$ cat src/rtl/framebuffer_axis_writer_pkg.sv
// Shared definitions for the framebuffer AXI-stream writer: AXI burst and
// response encodings, the default AW cache attribute, and the FSM state type.
package framebuffer_axis_writer_pkg;

  localparam logic [1:0] AXI_BURST_INCR    = 2'b01;
  localparam logic [1:0] AXI_RESP_OKAY     = 2'b00;
  localparam logic [3:0] AXI_CACHE_DEFAULT = 4'b0011;
  localparam logic [2:0] AXI_PROT_DEFAULT  = 3'b000;

  typedef enum logic [1:0] {
    ST_IDLE = 2'd0,
    ST_ADDR = 2'd1,
    ST_DATA = 2'd2,
    ST_RESP = 2'd3
  } fbw_state_e;

endpackage

$ cat src/rtl/framebuffer_axis_writer_if.sv
// Bus bundle for the framebuffer writer: the incoming framebuffer AXI stream
// plus the AW/W/B channels of the write-only AXI4 initiator.
//   master : the writer side (consumes the stream, drives AW/W, accepts B)
//   slave  : the environment side (stream source and memory target)
interface framebuffer_axis_writer_if
  import framebuffer_axis_writer_pkg::*;
#(
  parameter int unsigned STREAM_WIDTH = 64,
  parameter int unsigned ADDR_WIDTH   = 24,
  parameter int unsigned ID_WIDTH     = 8
);

  // Framebuffer stream
  logic                      s_axis_tvalid;
  logic                      s_axis_tready;
  logic                      s_axis_tlast;
  logic [STREAM_WIDTH-1:0]   s_axis_tdata;

  // AXI write address
  logic [ID_WIDTH-1:0]       m_axi_awid;
  logic [ADDR_WIDTH-1:0]     m_axi_awaddr;
  logic [7:0]                m_axi_awlen;
  logic [2:0]                m_axi_awsize;
  logic [1:0]                m_axi_awburst;
  logic                      m_axi_awlock;
  logic [3:0]                m_axi_awcache;
  logic [2:0]                m_axi_awprot;
  logic                      m_axi_awvalid;
  logic                      m_axi_awready;

  // AXI write data
  logic [STREAM_WIDTH-1:0]   m_axi_wdata;
  logic [STREAM_WIDTH/8-1:0] m_axi_wstrb;
  logic                      m_axi_wlast;
  logic                      m_axi_wvalid;
  logic                      m_axi_wready;

  // AXI write response
  logic [ID_WIDTH-1:0]       m_axi_bid;
  logic [1:0]                m_axi_bresp;
  logic                      m_axi_bvalid;
  logic                      m_axi_bready;

  modport master (
    input  s_axis_tvalid, s_axis_tlast, s_axis_tdata,
    output s_axis_tready,
    output m_axi_awid, m_axi_awaddr, m_axi_awlen, m_axi_awsize, m_axi_awburst,
           m_axi_awlock, m_axi_awcache, m_axi_awprot, m_axi_awvalid,
    input  m_axi_awready,
    output m_axi_wdata, m_axi_wstrb, m_axi_wlast, m_axi_wvalid,
    input  m_axi_wready,
    input  m_axi_bid, m_axi_bresp, m_axi_bvalid,
    output m_axi_bready
  );

  modport slave (
    output s_axis_tvalid, s_axis_tlast, s_axis_tdata,
    input  s_axis_tready,
    input  m_axi_awid, m_axi_awaddr, m_axi_awlen, m_axi_awsize, m_axi_awburst,
           m_axi_awlock, m_axi_awcache, m_axi_awprot, m_axi_awvalid,
    output m_axi_awready,
    input  m_axi_wdata, m_axi_wstrb, m_axi_wlast, m_axi_wvalid,
    output m_axi_wready,
    output m_axi_bid, m_axi_bresp, m_axi_bvalid,
    input  m_axi_bready
  );

endinterface

$ cat src/rtl/framebuffer_axis_writer.sv
// Writes one frame of framebuffer stream beats into AXI memory as INCR bursts
// starting at a burst-aligned base address. One outstanding burst at a time.
//   aclk, rst          : clock, asynchronous active-high reset
//   start              : one-cycle frame request (ignored while busy)
//   base_addr          : frame byte address, low burst-size bits forced to 0
//   frame_beats        : frame length in beats (0 completes immediately)
//   busy / done        : frame in progress / one-cycle completion pulse
//   err_tlast          : sticky, tlast seen away from the frame's final beat
//   err_resp           : sticky, non-OKAY write response seen
//   bus (master)       : framebuffer stream in, AXI AW/W/B out
module framebuffer_axis_writer
  import framebuffer_axis_writer_pkg::*;
#(
  parameter int unsigned STREAM_WIDTH = 64,
  parameter int unsigned ADDR_WIDTH   = 24,
  parameter int unsigned ID_WIDTH     = 8,
  parameter int unsigned BURST_BEATS  = 16,
  parameter int unsigned BEATS_WIDTH  = 20
) (
  input  logic                   aclk,
  input  logic                   rst,
  input  logic                   start,
  input  logic [ADDR_WIDTH-1:0]  base_addr,
  input  logic [BEATS_WIDTH-1:0] frame_beats,
  output logic                   busy,
  output logic                   done,
  output logic                   err_tlast,
  output logic                   err_resp,
  framebuffer_axis_writer_if.master bus
);

  localparam int unsigned BYTES_PER_BEAT = STREAM_WIDTH / 8;
  localparam int unsigned SIZE_LOG2      = $clog2(BYTES_PER_BEAT);
  localparam int unsigned ALIGN_BITS     = $clog2(BURST_BEATS * BYTES_PER_BEAT);
  localparam logic [ADDR_WIDTH-1:0]  ALIGN_MASK =
    ~((ADDR_WIDTH'(1) << ALIGN_BITS) - ADDR_WIDTH'(1));
  localparam logic [BEATS_WIDTH-1:0] MAX_BURST = BEATS_WIDTH'(BURST_BEATS);

  // awlen for a burst covering min(rem, BURST_BEATS) beats
  function automatic logic [7:0] burst_awlen(input logic [BEATS_WIDTH-1:0] rem);
    logic [BEATS_WIDTH-1:0] len;
    len = (rem > MAX_BURST) ? MAX_BURST : rem;
    return 8'(len - BEATS_WIDTH'(1));
  endfunction

  fbw_state_e             state_q, state_d;
  logic [ADDR_WIDTH-1:0]  addr_q, addr_d;
  logic [7:0]             awlen_q, awlen_d;
  logic [BEATS_WIDTH-1:0] rem_q, rem_d;
  logic [7:0]             beat_q, beat_d;
  logic                   busy_q, busy_d;
  logic                   done_q, done_d;
  logic                   err_tlast_q, err_tlast_d;
  logic                   err_resp_q, err_resp_d;

  logic                   aw_hs, w_hs, b_hs;
  logic [8:0]             burst_beats;
  logic [BEATS_WIDTH-1:0] rem_after_burst;
  logic [ADDR_WIDTH-1:0]  addr_after_burst;
  logic                   last_in_burst;
  logic                   final_beat;

  assign aw_hs = (state_q == ST_ADDR) && bus.m_axi_awready;
  assign w_hs  = (state_q == ST_DATA) && bus.s_axis_tvalid && bus.m_axi_wready;
  assign b_hs  = (state_q == ST_RESP) && bus.m_axi_bvalid;

  assign burst_beats      = {1'b0, awlen_q} + 9'd1;
  assign rem_after_burst  = rem_q - BEATS_WIDTH'(burst_beats);
  assign addr_after_burst = addr_q + (ADDR_WIDTH'(burst_beats) << SIZE_LOG2);
  assign last_in_burst    = (beat_q == awlen_q);
  // The frame's last beat is the last beat of the burst that exhausts rem_q
  assign final_beat       = last_in_burst && (rem_q == BEATS_WIDTH'(burst_beats));

  always_ff @(posedge aclk or posedge rst) begin
    if (rst) begin
      state_q     <= ST_IDLE;
      addr_q      <= '0;
      awlen_q     <= '0;
      rem_q       <= '0;
      beat_q      <= '0;
      busy_q      <= 1'b0;
      done_q      <= 1'b0;
      err_tlast_q <= 1'b0;
      err_resp_q  <= 1'b0;
    end else begin
      state_q     <= state_d;
      addr_q      <= addr_d;
      awlen_q     <= awlen_d;
      rem_q       <= rem_d;
      beat_q      <= beat_d;
      busy_q      <= busy_d;
      done_q      <= done_d;
      err_tlast_q <= err_tlast_d;
      err_resp_q  <= err_resp_d;
    end
  end

  always_comb begin
    state_d     = state_q;
    addr_d      = addr_q;
    awlen_d     = awlen_q;
    rem_d       = rem_q;
    beat_d      = beat_q;
    busy_d      = busy_q;
    done_d      = 1'b0;
    err_tlast_d = err_tlast_q;
    err_resp_d  = err_resp_q;

    case (state_q)
      ST_IDLE: begin
        if (start) begin
          addr_d      = base_addr & ALIGN_MASK;
          rem_d       = frame_beats;
          err_tlast_d = 1'b0;
          err_resp_d  = 1'b0;
          if (frame_beats == '0) begin
            done_d = 1'b1;
          end else begin
            busy_d  = 1'b1;
            awlen_d = burst_awlen(frame_beats);
            state_d = ST_ADDR;
          end
        end
      end
      ST_ADDR: begin
        if (aw_hs) begin
          beat_d  = '0;
          state_d = ST_DATA;
        end
      end
      ST_DATA: begin
        if (w_hs) begin
          beat_d = beat_q + 8'd1;
          if (bus.s_axis_tlast != final_beat) begin
            err_tlast_d = 1'b1;
          end
          if (last_in_burst) begin
            state_d = ST_RESP;
          end
        end
      end
      ST_RESP: begin
        if (b_hs) begin
          if (bus.m_axi_bresp != AXI_RESP_OKAY) begin
            err_resp_d = 1'b1;
          end
          rem_d  = rem_after_burst;
          addr_d = addr_after_burst;
          if (rem_after_burst == '0) begin
            busy_d  = 1'b0;
            done_d  = 1'b1;
            state_d = ST_IDLE;
          end else begin
            awlen_d = burst_awlen(rem_after_burst);
            state_d = ST_ADDR;
          end
        end
      end
      default: state_d = ST_IDLE;
    endcase
  end

  assign busy      = busy_q;
  assign done      = done_q;
  assign err_tlast = err_tlast_q;
  assign err_resp  = err_resp_q;

  assign bus.m_axi_awid    = ID_WIDTH'(0);
  assign bus.m_axi_awaddr  = addr_q;
  assign bus.m_axi_awlen   = awlen_q;
  assign bus.m_axi_awsize  = 3'(SIZE_LOG2);
  assign bus.m_axi_awburst = AXI_BURST_INCR;
  assign bus.m_axi_awlock  = 1'b0;
  assign bus.m_axi_awcache = AXI_CACHE_DEFAULT;
  assign bus.m_axi_awprot  = AXI_PROT_DEFAULT;
  assign bus.m_axi_awvalid = (state_q == ST_ADDR);

  // Stream is passed straight through to W; only the valid/ready pair is gated
  assign bus.m_axi_wdata   = bus.s_axis_tdata;
  assign bus.m_axi_wstrb   = '1;
  assign bus.m_axi_wvalid  = (state_q == ST_DATA) && bus.s_axis_tvalid;
  assign bus.m_axi_wlast   = (state_q == ST_DATA) && last_in_burst;
  assign bus.s_axis_tready = (state_q == ST_DATA) && bus.m_axi_wready;

  assign bus.m_axi_bready  = (state_q == ST_RESP);

endmodule

$ cat src/flat_wrapper.sv
// flat-port wrapper written by rule: the top's interface ports become plain ports
module framebuffer_axis_writer_flat import framebuffer_axis_writer_pkg::*;
#(
  parameter int unsigned STREAM_WIDTH = 64,
  parameter int unsigned ADDR_WIDTH   = 24,
  parameter int unsigned ID_WIDTH     = 8,
  parameter int unsigned BURST_BEATS  = 16,
  parameter int unsigned BEATS_WIDTH  = 20
)
  (aclk, rst, start, base_addr, frame_beats, busy, done, err_tlast, err_resp, bus_s_axis_tvalid, bus_s_axis_tlast, bus_s_axis_tdata, bus_s_axis_tready, bus_m_axi_awid, bus_m_axi_awaddr, bus_m_axi_awlen, bus_m_axi_awsize, bus_m_axi_awburst, bus_m_axi_awlock, bus_m_axi_awcache, bus_m_axi_awprot, bus_m_axi_awvalid, bus_m_axi_awready, bus_m_axi_wdata, bus_m_axi_wstrb, bus_m_axi_wlast, bus_m_axi_wvalid, bus_m_axi_wready, bus_m_axi_bid, bus_m_axi_bresp, bus_m_axi_bvalid, bus_m_axi_bready);
  framebuffer_axis_writer_if #(.STREAM_WIDTH(STREAM_WIDTH), .ADDR_WIDTH(ADDR_WIDTH), .ID_WIDTH(ID_WIDTH)) bus_i ();
  input  logic aclk;
  input  logic rst;
  input  logic start;
  input  logic [ADDR_WIDTH-1:0] base_addr;
  input  logic [BEATS_WIDTH-1:0] frame_beats;
  output logic busy;
  output logic done;
  output logic err_tlast;
  output logic err_resp;
  input wire logic [$bits(bus_i.s_axis_tvalid)-1:0] bus_s_axis_tvalid;
  input wire logic [$bits(bus_i.s_axis_tlast)-1:0] bus_s_axis_tlast;
  input wire logic [$bits(bus_i.s_axis_tdata)-1:0] bus_s_axis_tdata;
  output wire logic [$bits(bus_i.s_axis_tready)-1:0] bus_s_axis_tready;
  output wire logic [$bits(bus_i.m_axi_awid)-1:0] bus_m_axi_awid;
  output wire logic [$bits(bus_i.m_axi_awaddr)-1:0] bus_m_axi_awaddr;
  output wire logic [$bits(bus_i.m_axi_awlen)-1:0] bus_m_axi_awlen;
  output wire logic [$bits(bus_i.m_axi_awsize)-1:0] bus_m_axi_awsize;
  output wire logic [$bits(bus_i.m_axi_awburst)-1:0] bus_m_axi_awburst;
  output wire logic [$bits(bus_i.m_axi_awlock)-1:0] bus_m_axi_awlock;
  output wire logic [$bits(bus_i.m_axi_awcache)-1:0] bus_m_axi_awcache;
  output wire logic [$bits(bus_i.m_axi_awprot)-1:0] bus_m_axi_awprot;
  output wire logic [$bits(bus_i.m_axi_awvalid)-1:0] bus_m_axi_awvalid;
  input wire logic [$bits(bus_i.m_axi_awready)-1:0] bus_m_axi_awready;
  output wire logic [$bits(bus_i.m_axi_wdata)-1:0] bus_m_axi_wdata;
  output wire logic [$bits(bus_i.m_axi_wstrb)-1:0] bus_m_axi_wstrb;
  output wire logic [$bits(bus_i.m_axi_wlast)-1:0] bus_m_axi_wlast;
  output wire logic [$bits(bus_i.m_axi_wvalid)-1:0] bus_m_axi_wvalid;
  input wire logic [$bits(bus_i.m_axi_wready)-1:0] bus_m_axi_wready;
  input wire logic [$bits(bus_i.m_axi_bid)-1:0] bus_m_axi_bid;
  input wire logic [$bits(bus_i.m_axi_bresp)-1:0] bus_m_axi_bresp;
  input wire logic [$bits(bus_i.m_axi_bvalid)-1:0] bus_m_axi_bvalid;
  output wire logic [$bits(bus_i.m_axi_bready)-1:0] bus_m_axi_bready;
  assign bus_i.s_axis_tvalid = bus_s_axis_tvalid;
  assign bus_i.s_axis_tlast = bus_s_axis_tlast;
  assign bus_i.s_axis_tdata = bus_s_axis_tdata;
  assign bus_s_axis_tready = bus_i.s_axis_tready;
  assign bus_m_axi_awid = bus_i.m_axi_awid;
  assign bus_m_axi_awaddr = bus_i.m_axi_awaddr;
  assign bus_m_axi_awlen = bus_i.m_axi_awlen;
  assign bus_m_axi_awsize = bus_i.m_axi_awsize;
  assign bus_m_axi_awburst = bus_i.m_axi_awburst;
  assign bus_m_axi_awlock = bus_i.m_axi_awlock;
  assign bus_m_axi_awcache = bus_i.m_axi_awcache;
  assign bus_m_axi_awprot = bus_i.m_axi_awprot;
  assign bus_m_axi_awvalid = bus_i.m_axi_awvalid;
  assign bus_i.m_axi_awready = bus_m_axi_awready;
  assign bus_m_axi_wdata = bus_i.m_axi_wdata;
  assign bus_m_axi_wstrb = bus_i.m_axi_wstrb;
  assign bus_m_axi_wlast = bus_i.m_axi_wlast;
  assign bus_m_axi_wvalid = bus_i.m_axi_wvalid;
  assign bus_i.m_axi_wready = bus_m_axi_wready;
  assign bus_i.m_axi_bid = bus_m_axi_bid;
  assign bus_i.m_axi_bresp = bus_m_axi_bresp;
  assign bus_i.m_axi_bvalid = bus_m_axi_bvalid;
  assign bus_m_axi_bready = bus_i.m_axi_bready;
  framebuffer_axis_writer #(.STREAM_WIDTH(STREAM_WIDTH), .ADDR_WIDTH(ADDR_WIDTH), .ID_WIDTH(ID_WIDTH), .BURST_BEATS(BURST_BEATS), .BEATS_WIDTH(BEATS_WIDTH)) u_core (.aclk(aclk), .rst(rst), .start(start), .base_addr(base_addr), .frame_beats(frame_beats), .busy(busy), .done(done), .err_tlast(err_tlast), .err_resp(err_resp), .bus(bus_i));
endmodule
$ cat config.mk
export PLATFORM = sky130hd
export DESIGN_NAME = framebuffer_axis_writer_flat
export DESIGN_NICKNAME = d
export VERILOG_FILES = /design/src/rtl/framebuffer_axis_writer_pkg.sv /design/src/rtl/framebuffer_axis_writer_if.sv /design/src/rtl/framebuffer_axis_writer.sv /design/src/flat_wrapper.sv
export SDC_FILE = /design/constraint.sdc
export NUM_CORES = 1
export LEC_CHECK = 0
export CAP_MARGIN = 20
export CORE_MARGIN = 2
export CORE_UTILIZATION = 42
export DETAILED_ROUTE_END_ITERATION = 8
export GPL_TIMING_DRIVEN = 1
export MAX_ROUTING_LAYER = met4
export PLACE_DENSITY = 0.79
export SYNTH_ARGS = -nofsm -noshare
export SYNTH_HDL_FRONTEND = slang
export SYNTH_SLANG_ARGS = --single-unit
$ cat constraint.sdc
create_clock -name aclk -period 4.2 [get_ports aclk]
set_input_delay 0.63 -clock aclk [delete_from_list [all_inputs] [get_ports aclk]]
set_output_delay 0.63 -clock aclk [all_outputs]
set_load 0.05 [all_outputs]
==> results of run 1 <==
## through the flow
stage	TNS, ns	cells
6_report	0	890
5_1_grt	-0.0294	890
4_1_cts	0	889
3_5_place_dp	0	873
3_3_place_gp	0	873
2_1_floorplan	0	730
## timing repair
item                                    4_1_cts  5_1_grt
gates resized for setup                       0        3
setup buffers                                 0        1
hold endpoints to repair                      0        0
endpoints found under the setup margin        0        2
## worst paths after layout
| check | start | to | depth (start not counted) |
|---|---|---|---|
| min in group asynchronous | rst | u_core.beat_q[2]$_DFFE_PP0P_ | 2 |
| min reg2reg | u_core.rem_q[3]$_DFFE_PP0P_ | u_core.rem_q[3]$_DFFE_PP0P_ | 2 |
| min | u_core.rem_q[3]$_DFFE_PP0P_ | u_core.rem_q[3]$_DFFE_PP0P_ | 2 |
| max | u_core.bus.m_axi_awlen[0]$_DFFE_PP0P_ | u_core.bus.m_axi_awlen[4]$_DFFE_PP0P_ | 17 |
| max reg2reg | u_core.bus.m_axi_awlen[0]$_DFFE_PP0P_ | u_core.bus.m_axi_awlen[4]$_DFFE_PP0P_ | 17 |
| max in group asynchronous | rst | u_core.bus.m_axi_awaddr[20]$_DFFE_PP0P_ | 3 |
## final cells by class
cell class / count / area share
clock inverters: 6 / 0.0173
repair buffers: 97 / 0.151
well taps: 172 / 0.0346
flip-flops and latches: 63 / 0.253
multi-input cells: 505 / 0.483
clock buffers: 10 / 0.0384
inverters: 37 / 0.0223
## per-layer routing
metal | track usage | share of wire | vias up
met2 | 0.306 | 0.45 | 185
met5 | - | 0 | -
li1 | - | - | 2335
met1 | 0.265 | 0.45 | 2263
met4 | 0.0572 | 0.017 | 0
met3 | 0.0567 | 0.078 | 24
## registers in the layout, indices dropped and copies added (netlist names)
| register | count |
|---|---|
| u_core.beat_q | 8 |
| u_core.bus.m_axi_awaddr | 21 |
| u_core.bus.m_axi_awlen | 8 |
| u_core.busy | 1 |
| u_core.done | 1 |
| u_core.err_resp | 1 |
| u_core.err_tlast | 1 |
| u_core.rem_q | 20 |
| u_core.state_q | 2 |
## synthesized netlist by cell type (all sizes together) (3+ instances only)
cell type and n:
a211o 4, a211oi 6, a21o 6, a21oi 56
a2bb2oi 4, a31oi 7, and2 9, and3 9
buf 99, clkbuf 26, dfrtp 63, ha 25
inv 36, mux2i 7, nand2 80, nand2b 6
nand3 21, nand4 6, nand4b 3, nor2 56
nor2b 6, nor3 13, nor4 4, o211ai 4
o21a 4, o21ai 52, o22ai 14, o31ai 6
or2 4, or3 4, or4 3, xnor2 21
xor2 3
## power by group through the flow
stage | logic [mW] | registers (mW) | clock network [mW]
4_1_cts | 3.66 | 1.12 | 0.897
3_3_place_gp | 3.57 | 1.12 | 0
5_1_grt | 4.08 | 1.16 | 0.926
3_5_place_dp | 3.65 | 1.13 | 0
6_report | 3.70 | 1.13 | 0.884
2_1_floorplan | 2.61 | 1.44 | 0
## cell families (layout without fill, tap and decap cells)
| group | after synthesis | in the layout | share of synthesized area |
|---|---|---|---|
| muxes | 9 | 9 | 0.0170 |
| buffers and inverters | 162 | 150 | 0.180 |
| DFF | 63 | 63 | 0.290 |
| AOI/OAI and AO/OA | 187 | 187 | 0.214 |
| other | 2 | 32 | 0.00138 |
| and+or+nand+nor | 226 | 226 | 0.194 |
| xor gates and xnor gates | 24 | 24 | 0.0387 |
| adders and majority gates | 27 | 27 | 0.0650 |
## worst max-delay path, cell delays in order, from the launching register on
cell      delay (ns)
dfrtp_1         0.40
ha_1            0.21
nand3_1         0.12
xnor2_1         0.22
inv_1           0.09
ha_1            0.37
a21o_1          0.23
a221oi_2        0.37
xnor2_1         0.16
nor4_2          0.25
nand4_1         0.18
or3_4           0.44
nor2_1          0.10
a21oi_1         0.06
ha_1            0.22
nand2_1         0.08
o311ai_0        0.12
a31oi_1         0.20
==> metrics, run 1 <==
Slew Viols, Final 0; die area 0.0139 sq mm; # rows 41; Die Height 118 microns; Slew @ Worst Pin around 0.86 ns; post-synth cell types 60; # H-tree levels 3; crit end category flip-flop; critical path launch point type flip-flop; CP Max Fanout 7; Cell Area, Synth 0.00543 sq mm; sw frac 0.511; Placement Cell Area 0.00585 sq mm; root buf cell clkbuf_16; Sink Count 63; pwr dens slightly above 900 mW/mm^2; hold slack 0.487 ns; 1st-iter DRT viols between 200 and 250; initial antenna violation count 0; worst hold path type flip-flop to flip-flop; pre-CTS setup slack about 0.24 ns; fin util 0.493; final wirelength 13.5 mm; CTS Hold Bufs 0; Synth area leaders dfrtp_1 (29%), buf_4 (13%), ha_1 (5.8%), nand2_1 (5.5%), a21oi_1 (5.2%); overall power 5.71 mW; Worst R2R Setup Slack 0.27 ns; LEAKAGE 2.59 nW; final hold vios 0; Ys Warns 0; most frequent cells in the layout clkdlybuf4s50_1 (84), nand2_1 (80), dfrtp_1 (63), a21oi_1 (56), nor2_1 (55); RD Place Congestion 0.906; wire per inst 15.1 microns; worst-skew pair later-pin latency 0.34 ns; Clk pwr share 0.155; fmax 0.255 GHz; Seq/Total Area, Yosys 0.290; GRT Residual Overflow 0; Die W between 100 and 150 microns; antenna diode count 0; average instance area after synthesis 7.76 sq um; CTS tree yes; clk_skew 0.00692 ns; via/cell ratio 5.40; IO Port Bufs 84; vias in the first global route approximately 4.4k; outcome complete, no violations; Antenna Nets Post-Route 0; arrival time worst endpoint about 4.2 ns; final setup violation count 0; fill cell count roughly 1.2k; layout cell share with drive strength beyond 1 0.0641; Design Area, Final around 0.0062 sq mm; Post-route DRC 0; combinational share of power 0.648; commonest non-fill, non-tap cell in the layout clkdlybuf4s50_1; MaxCap Viol Count 0; required time worst endpoint 4.46 ns; CP Class flip-flop to flip-flop; sw power slightly below 3 mW; Post-synth EDFFs 0; IO Count 260; Sequential Power Share 0.197; final worst path period need 3.93 ns; ys async rst share 1.00; Seq cells post-synth 63; total CTS buffers 9; Slew HR 0.428; initial core utilization 0.430; largest net degree at the start of global routing 70; share of the synthesized area in the top cell type 0.290; first-pass GRT wire length 22.0 mm; cell taking the most area after synthesis dfrtp_1; Register Area 0.00158 sq mm; clock transition at the registers of the reported paths 0.05 ns; Max Buffers Root-to-Sink 2; fin nets 866; Layout area overhead 14.5%; global-route usage over all layers 0.202; Synth Flop Type dfrtp_1; VDD IR-drop max approximately 0.42 mV; drt pass-1 iters 5; internal power ~2.8 mW; CORE AREA 0.0126 sq mm; crit share post-route 0.935; Post-Synthesis Cells 700; Multi-input gate area 0.00300 sq mm; Setup WS post-layout 0.273 ns; half-perimeter wire length after placement 9.75 mm; Vias 4807
Note: power is estimated with default switching activity, not from simulation.
==> inputs of run 2 (changes only) <==
--- a/config.mk
+++ b/config.mk
@@ -5,9 +5,10 @@
 export SDC_FILE = /design/constraint.sdc
 export NUM_CORES = 1
 export LEC_CHECK = 0
+export ABC_AREA = 1
 export CAP_MARGIN = 20
 export CORE_MARGIN = 2
-export CORE_UTILIZATION = 42
+export CORE_UTILIZATION = 43
 export DETAILED_ROUTE_END_ITERATION = 8
 export GPL_TIMING_DRIVEN = 1
 export MAX_ROUTING_LAYER = met4
==> metrics, run 2 <==
leading cell type by number of instances after synthesis nand2_1 (was buf_4); Sink Count 63 (unchanged); ys async rst share 1.00 (unchanged); worst-skew pair later-pin latency 0.34 ns (about the same); Antenna Nets Post-Route 0 (unchanged); pre-CTS setup slack 0.233 ns (was 0.243 ns); Post-synth EDFFs 0 (unchanged); final worst path period need 3.82 ns (was 3.93 ns); Post-route DRC 0 (unchanged); half-perimeter wire length after placement 11.5 mm (was 9.75 mm); CTS tree yes (unchanged); crit share post-route 0.909 (was 0.935); Max Buffers Root-to-Sink 2 (unchanged); CP Class flip-flop to flip-flop (unchanged); MaxCap Viol Count 0 (unchanged); Setup WS post-layout 0.382 ns (was 0.273 ns); Post-Synthesis Cells 851 (was 700); RD Place Congestion 0.978 (was 0.906); largest net degree at the start of global routing 48 (was 70); fmax 0.262 GHz (was 0.255 GHz); worst hold path type flip-flop to flip-flop (unchanged); GRT Residual Overflow 0 (unchanged); initial core utilization 0.442 (was 0.430); total CTS buffers 9 (unchanged); hold depth 1 (was 2); Ys Warns 0 (unchanged); # H-tree levels 3 (unchanged); via/cell ratio 5.05 (was 5.40); overall power 6.24 mW (was 5.71 mW); max reg flops 21 (unchanged); IO Count 260 (unchanged); layout cell share with drive strength beyond 1 0.0883 (was 0.0641); # rows 42 (was 41); Synth Flop Type dfrtp_1 (unchanged); share of the synthesized area in the top cell type 0.270 (was 0.290); commonest non-fill, non-tap cell in the layout nand2_1 (was clkdlybuf4s50_1); arrival time worst endpoint 4.03 ns (was 4.18 ns); Cell Area, Synth 0.00585 sq mm (was 0.00543 sq mm); Die Height 121 microns (was 118 microns); Reg2Reg Depth 27 (was 17); pwr dens 930 mW/mm^2 (was 918 mW/mm^2); drt pass-1 iters 5 (unchanged); CORE AREA 0.0132 sq mm (was 0.0126 sq mm); critical path launch point type flip-flop (unchanged); cell count after placement 1040 (was 873); VDD IR-drop max 0.470 mV (was 0.422 mV); Placement Cell Area 0.00632 sq mm (was 0.00585 sq mm); Die W 121 microns (was 118 microns); Slew HR 0.449 (was 0.428); Synth area leaders dfrtp_1 (27%), nand2_1 (12%), buf_4 (12%), inv_1 (7.6%), ha_1 (5.3%) (was dfrtp_1 (29%), buf_4 (13%), ha_1 (5.8%), nand2_1 (5.5%), a21oi_1 (5.2%)); outcome complete, no violations (unchanged); HP Start u_core.beat_q[7]$_DFFE_PP0P_ (was u_core.rem_q[3]$_DFFE_PP0P_); Critical R2R Launch u_core.bus.m_axi_awlen[0]$_DFFE_PP0P_ (unchanged); Slew @ Worst Pin 0.818 ns (was 0.858 ns); most frequent cells in the layout nand2_1 (194), inv_1 (118), clkdlybuf4s50_1 (84), dfrtp_1 (63), nor2_1 (60) (was clkdlybuf4s50_1 (84), nand2_1 (80), dfrtp_1 (63), a21oi_1 (56), nor2_1 (55)); clk_skew 0.00672 ns (was 0.00692 ns); root buf cell clkbuf_16 (unchanged); 1st-iter DRT viols 340 (was 249); clock transition at the registers of the reported paths 0.06 ns (was 0.05 ns); Layout area overhead 14.8% (was 14.5%); final hold vios 0 (unchanged); global-route usage over all layers 0.210 (was 0.202); CP Max Fanout 4 (was 7); vias in the first global route 5032 (was 4448); Seq/Total Area, Yosys 0.270 (was 0.290); final wirelength 14.7 mm (was 13.5 mm); Design Area, Final 0.00671 sq mm (was 0.00622 sq mm); required time worst endpoint 4.41 ns (was 4.46 ns); die area 0.0146 sq mm (was 0.0139 sq mm); IO Port Bufs 84 (unchanged); crit end category flip-flop (unchanged); initial antenna violation count 0 (unchanged); fin nets 1031 (was 866); final std cells w/o fill 1059 (was 890); cell taking the most area after synthesis dfrtp_1 (unchanged); top post-synthesis cells by count nand2_1 (194), inv_1 (119), buf_4 (96) (was buf_4 (96), nand2_1 (80), dfrtp_1 (63)); average instance area after synthesis 6.87 sq um (was 7.76 sq um); Worst Setup SP u_core.bus.m_axi_awlen[0]$_DFFE_PP0P_ (unchanged); antenna diode count 0 (unchanged); final setup violation count 0 (unchanged); Worst R2R Setup Slack 0.38 ns (was 0.27 ns); wire per inst 13.9 microns (was 15.1 microns); Seq cells post-synth 63 (unchanged); first-pass GRT wire length 24.0 mm (was 22.0 mm); LEAKAGE 3.18 nW (was 2.59 nW); Vias 5348 (was 4807); post-synth cell types 54 (was 60); Slew Viols, Final 0 (unchanged)
## run 2: final cells by class
cell class	instances	area, sq um
fillers	1271	6530
clock inverters	3	40.0
clock buffers	13	270
well taps	176	220
inverters	125	469
flip-flops and latches	63	1580
repair buffers	96	943
multi-input cells	583	3190
## run 2: path summary, 6_finish.rpt
path	end
max in group asynchronous	u_core.rem_q[9]$_DFFE_PP0P_
worst min-delay path	u_core.beat_q[7]$_DFFE_PP0P_
min in group asynchronous	u_core.bus.m_axi_awaddr[9]$_DFFE_PP0P_
worst min register to register	u_core.beat_q[7]$_DFFE_PP0P_
worst max-delay path	u_core.bus.m_axi_awlen[2]$_DFFE_PP0P_
worst max register to register	u_core.bus.m_axi_awlen[2]$_DFFE_PP0P_
## run 2: power by group
group,internal (mW),switching [mW],leakage [nW]
Combinational,1.43,2.87,2.24
Clock,0.506,0.277,0.156
Sequential,0.876,0.283,0.785
Total,2.81,3.43,3.18
## run 2: logic make-up after synthesis
logic type | synth area share
buf+inv | 0.213
simple gates | 0.290
flops | 0.270
xor+xnor | 0.0255
fa+ha+maj | 0.0603
other cells | 0.00128
compound gates | 0.140
## run 2: routing by layer
layer  wire [microns]  track usage  up-vias
met5                0            -        -
met3              697       0.0203       24
met1             6420        0.263     2462
met2             7230        0.351      159
li1                 -            -     2703
met4              369       0.0850        0
## run 2: worst max-delay path, cell delays in order, from the launching register on
cell	delay (ns)
dfrtp_1	0.35
buf_4	0.14
ha_1	0.19
nand3_1	0.10
nor2_1	0.10
inv_1	0.07
nor2_1	0.17
xor2_2	0.22
ha_2	0.35
nand2_2	0.14
inv_1	0.07
a21oi_1	0.17
nand2_1	0.09
nand2_1	0.09
nand2_1	0.06
nand2_1	0.08
nand3_1	0.07
nor2_1	0.09
nand2_1	0.09
nor2_4	0.18
nand3_1	0.09
nand2_1	0.10
inv_1	0.06
ha_1	0.20
nand3_1	0.11
inv_1	0.08
o21ai_1	0.12
o21ai_0	0.10
## run 2: timing repair
action	in CTS	in global routing
resized for setup	0	11
buffers inserted	0	2
hold buffers	0	0
endpoints found under the setup margin	0	4
## run 2: through the flow
step | TNS, ns | util | hold WS (ns)
floorplan | 0 | - | 0.447
global placement | 0 | 0.477 | 0.471
detailed placement | 0 | 0.477 | 0.483
CTS | 0 | 0.500 | 0.490
global route | -0.0105 | 0.507 | 0.520
finish | 0 | 0.507 | 0.484
